**src/rtl/midi_poly_pkg.sv**
```systemverilog
// Shared MIDI constants, parser state encoding and message-length helper
// for the polyphonic note allocator.
package midi_poly_pkg;

  localparam logic [3:0] NOTE_OFF  = 4'h8;
  localparam logic [3:0] NOTE_ON   = 4'h9;
  localparam logic [3:0] CC        = 4'hB;
  localparam logic [3:0] PROG      = 4'hC;
  localparam logic [3:0] CHAN_PRES = 4'hD;

  localparam logic [6:0] CC_ALL_SOUND_OFF = 7'd120;
  localparam logic [6:0] CC_ALL_NOTES_OFF = 7'd123;

  typedef enum logic [1:0] {
    IDLE = 2'd0,
    D1   = 2'd1,
    D2   = 2'd2
  } parse_state_t;

  // Number of data bytes that follow a channel status nibble.
  function automatic logic [1:0] msg_len(input logic [3:0] hi);
    return (hi == PROG || hi == CHAN_PRES) ? 2'd1 : 2'd2;
  endfunction

endpackage

```
**src/rtl/midi_poly_voice_lru.sv**
```systemverilog
// Least-recently-used ordering of voice slots; rank 0 is the most recently
// touched voice and the voice holding rank VOICES-1 is the steal victim.
module voice_lru #(
  parameter  int VOICES = 4,
  localparam int IW     = (VOICES > 1) ? $clog2(VOICES) : 1
) (
  input  logic          clk,
  input  logic          rst,
  input  logic          ce,
  input  logic          touch,
  input  logic [IW-1:0] idx,
  output logic [IW-1:0] victim
);

  logic [IW-1:0] rank_q [VOICES];

  always_ff @(posedge clk) begin
    if (rst) begin
      for (int i = 0; i < VOICES; i++) rank_q[i] <= IW'(VOICES - 1 - i);
    end else if (ce && touch) begin
      for (int i = 0; i < VOICES; i++) begin
        if (IW'(i) == idx)
          rank_q[i] <= '0;
        else if (rank_q[i] < rank_q[idx])
          rank_q[i] <= rank_q[i] + 1'b1;
      end
    end
  end

  always_comb begin
    victim = '0;
    for (int i = 0; i < VOICES; i++)
      if (rank_q[i] == IW'(VOICES - 1)) victim = IW'(i);
  end

endmodule

```
**src/rtl/midi_poly.sv**
```systemverilog
// Polyphonic MIDI channel-message parser with running status, voice
// allocation (retrigger / first free / LRU steal) and shared program number.
module midi_poly
  import midi_poly_pkg::*;
#(
  parameter int VOICES  = 4,
  parameter int CHANNEL = 0,
  parameter bit OMNI    = 1'b0
) (
  input  logic                  CLK,
  input  logic                  RST,
  input  logic                  CE,
  input  logic [7:0]            DATA,
  input  logic                  DV,
  output logic [7*VOICES-1:0]   NOTE_NUM,
  output logic [7*VOICES-1:0]   NOTE_VEL,
  output logic [VOICES-1:0]     GATE,
  output logic [6:0]            PROGRAM,
  output logic                  STOLE
);

  localparam int IW = (VOICES > 1) ? $clog2(VOICES) : 1;

  parse_state_t state_q, state_nx;
  logic         rs_vld_q, rs_vld_nx;
  logic [3:0]   rs_stat_q, rs_stat_nx;
  logic         rs_skip_q, rs_skip_nx;
  logic [6:0]   d1_q, d1_nx;

  logic         vld_p0;
  logic [3:0]   stat_p0;
  logic [6:0]   k_p0, v_p0;
  logic         note_on_p0, note_off_p0, all_off_p0, prog_p0;

  logic [6:0]        note_p1 [VOICES];
  logic [6:0]        vel_p1  [VOICES];
  logic [VOICES-1:0] gate_p1;
  logic [6:0]        prog_p1;
  logic              stole_p1;

  logic          match_hit, free_hit, steal;
  logic [IW-1:0] match_idx, free_idx, tgt_idx, victim;

  always_ff @(posedge CLK) begin
    if (RST) begin
      state_q   <= IDLE;
      rs_vld_q  <= 1'b0;
      rs_stat_q <= 4'h0;
      rs_skip_q <= 1'b0;
      d1_q      <= 7'd0;
    end else begin
      state_q   <= state_nx;
      rs_vld_q  <= rs_vld_nx;
      rs_stat_q <= rs_stat_nx;
      rs_skip_q <= rs_skip_nx;
      d1_q      <= d1_nx;
    end
  end

  // Next-state: a data byte in IDLE with valid running status acts as the first data byte.
  always_comb begin
    state_nx   = state_q;
    rs_vld_nx  = rs_vld_q;
    rs_stat_nx = rs_stat_q;
    rs_skip_nx = rs_skip_q;
    d1_nx      = d1_q;
    vld_p0     = 1'b0;
    stat_p0    = rs_stat_q;
    k_p0       = d1_q;
    v_p0       = DATA[6:0];
    if (CE && DV) begin
      if (DATA[7]) begin
        if (DATA[7:4] == 4'hF) begin
          if (!DATA[3]) begin
            state_nx  = IDLE;
            rs_vld_nx = 1'b0;
          end
        end else begin
          state_nx   = D1;
          rs_vld_nx  = 1'b1;
          rs_stat_nx = DATA[7:4];
          rs_skip_nx = !OMNI && (DATA[3:0] != 4'(CHANNEL));
        end
      end else if (state_q == D2) begin
        state_nx = IDLE;
        vld_p0   = !rs_skip_q;
      end else if (state_q == D1 || rs_vld_q) begin
        if (msg_len(rs_stat_q) == 2'd1) begin
          state_nx = IDLE;
          vld_p0   = !rs_skip_q;
          k_p0     = DATA[6:0];
        end else begin
          state_nx = D2;
          d1_nx    = DATA[6:0];
        end
      end
    end
  end

  always_comb begin
    note_on_p0  = vld_p0 && stat_p0 == NOTE_ON && v_p0 != 7'd0;
    note_off_p0 = vld_p0 && (stat_p0 == NOTE_OFF || (stat_p0 == NOTE_ON && v_p0 == 7'd0));
    all_off_p0  = vld_p0 && stat_p0 == CC &&
                  (k_p0 == CC_ALL_SOUND_OFF || k_p0 == CC_ALL_NOTES_OFF);
    prog_p0     = vld_p0 && stat_p0 == PROG;
  end

  // Descending scan so the lowest matching / free index wins.
  always_comb begin
    match_hit = 1'b0;
    match_idx = '0;
    free_hit  = 1'b0;
    free_idx  = '0;
    for (int i = VOICES - 1; i >= 0; i--) begin
      if (gate_p1[i] && note_p1[i] == k_p0) begin
        match_hit = 1'b1;
        match_idx = IW'(i);
      end
      if (!gate_p1[i]) begin
        free_hit = 1'b1;
        free_idx = IW'(i);
      end
    end
  end

  always_comb begin
    tgt_idx = victim;
    steal   = 1'b0;
    if (match_hit)     tgt_idx = match_idx;
    else if (free_hit) tgt_idx = free_idx;
    else               steal   = 1'b1;
  end

  voice_lru #(.VOICES(VOICES)) u_lru (
    .clk    (CLK),
    .rst    (RST),
    .ce     (CE),
    .touch  (note_on_p0),
    .idx    (tgt_idx),
    .victim (victim)
  );

  // ---- stage p1: registered voice outputs ----
  always_ff @(posedge CLK) begin
    if (RST) begin
      for (int i = 0; i < VOICES; i++) begin
        note_p1[i] <= 7'd0;
        vel_p1[i]  <= 7'd0;
      end
      gate_p1  <= '0;
      prog_p1  <= 7'd0;
      stole_p1 <= 1'b0;
    end else if (CE) begin
      stole_p1 <= note_on_p0 && steal;
      if (note_on_p0) begin
        note_p1[tgt_idx] <= k_p0;
        vel_p1[tgt_idx]  <= v_p0;
        gate_p1[tgt_idx] <= 1'b1;
      end
      if (note_off_p0 && match_hit) gate_p1[match_idx] <= 1'b0;
      if (all_off_p0) gate_p1 <= '0;
      if (prog_p0) prog_p1 <= k_p0;
    end
  end

  for (genvar g = 0; g < VOICES; g++) begin : g_pack
    assign NOTE_NUM[7*g +: 7] = note_p1[g];
    assign NOTE_VEL[7*g +: 7] = vel_p1[g];
  end

  assign GATE    = gate_p1;
  assign PROGRAM = prog_p1;
  assign STOLE   = stole_p1;

endmodule

```
**config.mk**
```make
export PLATFORM = sky130hd
export DESIGN_NAME = midi_poly
export DESIGN_NICKNAME = d
export VERILOG_FILES = /design/src/rtl/midi_poly_pkg.sv /design/src/rtl/midi_poly_voice_lru.sv /design/src/rtl/midi_poly.sv
export SDC_FILE = /design/constraint.sdc
export NUM_CORES = 1
export LEC_CHECK = 0
export ABC_AREA = 1
export CORE_MARGIN = 1.5
export CORE_UTILIZATION = 29
export DETAILED_ROUTE_END_ITERATION = 6
export PLACE_DENSITY_LB_ADDON = 0.25
export SETUP_SLACK_MARGIN = 0.4
export SLEW_MARGIN = 20
export SYNTH_ARGS = -nofsm -noshare
export SYNTH_HDL_FRONTEND = slang
export SYNTH_SLANG_ARGS = --single-unit
```
**constraint.sdc**
```tcl
create_clock -name CLK -period 3.2 [get_ports CLK]
set_input_delay 0.64 -clock CLK [delete_from_list [all_inputs] [get_ports CLK]]
set_output_delay 0.64 -clock CLK [all_outputs]
set_load 0.005 [all_outputs]
```
==> reports/metrics.cfg <==
[grt]
antenna_found_initial=0
largest_net_degree_at_the_start_of_global_routing=20
grt_pass1_wl_mm=27.3
gr_usage_total_pct=19.8
number_of_global_route_vias_before_repair=4911
grt_overflow=0

[sta]
fin_setup_tns_ns=0
max_slew_margin_pct=64.6
max_freq_mhz=341
setup_viol_count_final=0
final.period_utilization_pct=91.6
grt_setup_unrepaired=true
slew_viol_final=0
fin_skew_ns=0.0115
worst_slew_pin_slew_ns=0.529
hold_viol=0
post-route-min-period_ns=2.93
layout_setup_ws_ns=0.268

[routing]
drt_wl_cell_um=17.0
vias=5145
postRouteWirelength_mm=18.4
first_pass_iteration_count_of_the_detailed_router=5
avgViaCountPerCell=4.76
drt.antenna.violating_nets=0
drcViolationCount=0
drt_first_iter_violations=419

[logic_synthesis]
synth.yosys.warnings=0
syn_area_per_cell_um2=7.75
synth_fa_ha_area_share_pct=0.736
largest_family_of_logic_cells_by_synthesized_area=simple AND/OR/NAND/NOR gates
synthFlopType=edfxtp_1
netlist_top_cells_area=edfxtp_1 (38%), dfxtp_1 (11%), nand2_1 (10%)
synthArstFlopShare_pct=0
synth_largest_type_area_fraction_pct=37.7
synth-compound-area-share_pct=5.62
syn-num-nets=673
synth.most_common_cell=nand2_1
syn-instance-count=658
synth_simple_gate_area_share_pct=35.8
post_synth_most_frequent_cells=nand2_1 (136), nor2_1 (112), inv_1 (99), nand3_1 (79), edfxtp_1 (64)
post_synth_xor_area_fraction_pct=0.172
synthDistinctLibCells=34
synth-seq-area-share_pct=48.3
synth.ff_latch_count=91
netlist_area_um2=5100
synth_enable_flop_cells=64
yosys-mux-area-fraction_pct=0
synth_top_area_cell=edfxtp_1

[floorplanning]
die_height_um=136
io-pin-count=80
die_area_um2=18400
rows=48
floorplan.core_area_um2=17200
initial_core_util_pct=29.6
dieWidth_um=136

[pwr]
power.total_mw=2.86
power.sequential.fraction_pct=46.0
swShare_pct=24.8
power_density_nw_per_um2=348
intPower_mw=2.15
peak_ir_drop_on_the_vdd_network_mv=0.325
comb_power_share_pct=11.1
share_clk_of_total_power_pct=42.9
p_switching_mw=0.708
power.static_leakage_nw=3.47

[clock_tree]
clkTransAtPathRegs_ns=0.07
cts_sinks=91
cts_tree=yes
cts-root-to-sink-buffers=2
cts-root-buf=clkbuf_16
tritoncts.num_buffers=9
insertion_delay_ns=0.36
htree_levels=3

[critical_path]
worst_endpoint_required_time_ns=3.31
crit_fanout=6
critPathLaunchType=primary input
worstSetupEndpointType=flop
path_class=in2reg
r2r-start=state_q[0]
timing.critical_path.arrival_ns=3.04
startpoint=DATA[7]

[placement]
place_worst_setup_slack_ns=-0.472
dp.final_hpwl_mm=12.5
gpl_congestion=0.955
placement.io_buffers=79
placedCellCount=1017

[cells_and_area]
drive_above_1_share_pct=33.1
finish.cell_count_without_fillers=1080
area_growth_pct=61.0
nNetsFinal=865
final.fill_count=1600
multi_input_comb_area_um2=2780
antenna-diode-count=0
regArea_um2=2470

[hold_path]
worstHoldStart=rs_vld_q
worstHoldPathType=reg2reg

[status]
outcome=complete, no violations

[flow_run]
max-cap-violations=0

per-layer routing:
layer	global-route usage, %	part of all wire, %	vias up
met5	0	0	-
met4	5.32	1.8	0
met3	4.79	6.4	22
met2	31.3	48	163
met1	27.0	44	2449
li1	-	-	2511
logic make-up (layout without fill, tap and decap cells):
| family | Yosys count | count (layout) |
|---|---|---|
| AND/OR/NAND/NOR | 391 | 393 |
| buffers and inverters | 120 | 315 |
| flip-flops | 91 | 91 |
| AO/OA/AOI/OAI | 52 | 52 |
| adder cells (fa/ha/maj) | 3 | 3 |
| XOR/XNOR | 1 | 1 |
sequential cells by signal, indices dropped and copies added (netlist names):
name,count
GATE,4
PROGRAM,7
STOLE,1
d1_q,7
note_p1,28
rs_skip_q,1
rs_stat_q,4
rs_vld_q,1
state_q,2
u_lru.rank_q,8
vel_p1,28
worst paths after layout:
kind,to,slack (ns),cells after the start
max,u_lru.rank_q[1][0],0.27,25
min,rs_vld_q,0.48,2
max reg2reg,u_lru.rank_q[1][0],0.29,25
min reg2reg,rs_vld_q,0.48,2
metrics by stage:
step | hold slack (ns) | utilization [%] | area (um2)
2_1_floorplan | 0.444 | - | 5110
3_3_place_gp | 0.464 | 38.8 | 6680
3_5_place_dp | 0.461 | 38.8 | 6680
4_1_cts | 0.481 | 45.0 | 7760
5_1_grt | 0.514 | 47.7 | 8220
6_report | 0.483 | 47.7 | 8220
power groups by stage:
stage / sequential, mW / clock (mW) / combinational, mW
after global placement: 1.34 / 0 / 0.248
after global routing: 1.32 / 1.29 / 0.340
final: 1.31 / 1.23 / 0.316
after floorplan: 1.33 / 0 / 0.0990
after detailed placement: 1.34 / 0 / 0.247
after CTS: 1.31 / 1.25 / 0.285
worst max-delay path: stages:
cell and delay, ns:
buf_2 0.11, inv_2 0.07, nand2_4 0.07, nor2_8 0.16
buf_4 0.14, buf_6 0.13, nand3_4 0.10, nand2_2 0.09
nand2_1 0.08, nand2_1 0.07, nor2_1 0.04, nand2_1 0.05
nor2_1 0.05, nor2_2 0.21, o21ai_2 0.10, nand2_2 0.13
inv_4 0.06, buf_12 0.13, nor2_4 0.17, buf_6 0.14
nor2_4 0.03, nand2_1 0.07, inv_2 0.05, nand2_2 0.07
nand3_2 0.07
repair_timing:
item | in CTS | in global routing
endpoints found under the setup margin | 118 | 126
pin swaps | 37 | 42
resized for setup | 111 | 73
buffers inserted | 30 | 8
gates cloned | 6 | 3
hold buffers | 0 | 0
layout make-up:
cell class / count / share of cell area [%]
timing repair buffer: 192 / 23.4
sequential: 91 / 30.1
clock inverter: 7 / 1.36
tap: 225 / 3.43
multi-input combinational: 449 / 33.8
clock buffer: 9 / 2.74
inverter: 107 / 5.19
cell usage in the layout, fill, tap and decap left out, types with 2 or more instances in the layout:
master,count
a211oi_1,3
a21oi_1,26
a221oi_2,2
buf_12,10
buf_16,3
buf_2,3
buf_4,83
buf_6,13
bufinv_16,2
clkbuf_16,12
clkdlybuf4s50_1,72
dfxtp_1,23
dfxtp_2,3
dlygate4sd2_1,2
dlymetal6s2s_1,2
edfxtp_1,64
ha_1,3
inv_1,92
inv_2,10
inv_4,2
inv_6,3
inv_8,5
nand2_1,100
nand2_2,34
nand2_4,27
nand2_8,5
nand3_1,44
nand3_2,27
nand3_4,13
nand3b_1,9
nand4_1,3
nor2_1,102
nor2_2,11
nor2_4,7
nor3_1,5
nor4_2,2
o21ai_0,16
Power figures use the tool's default switching activity.
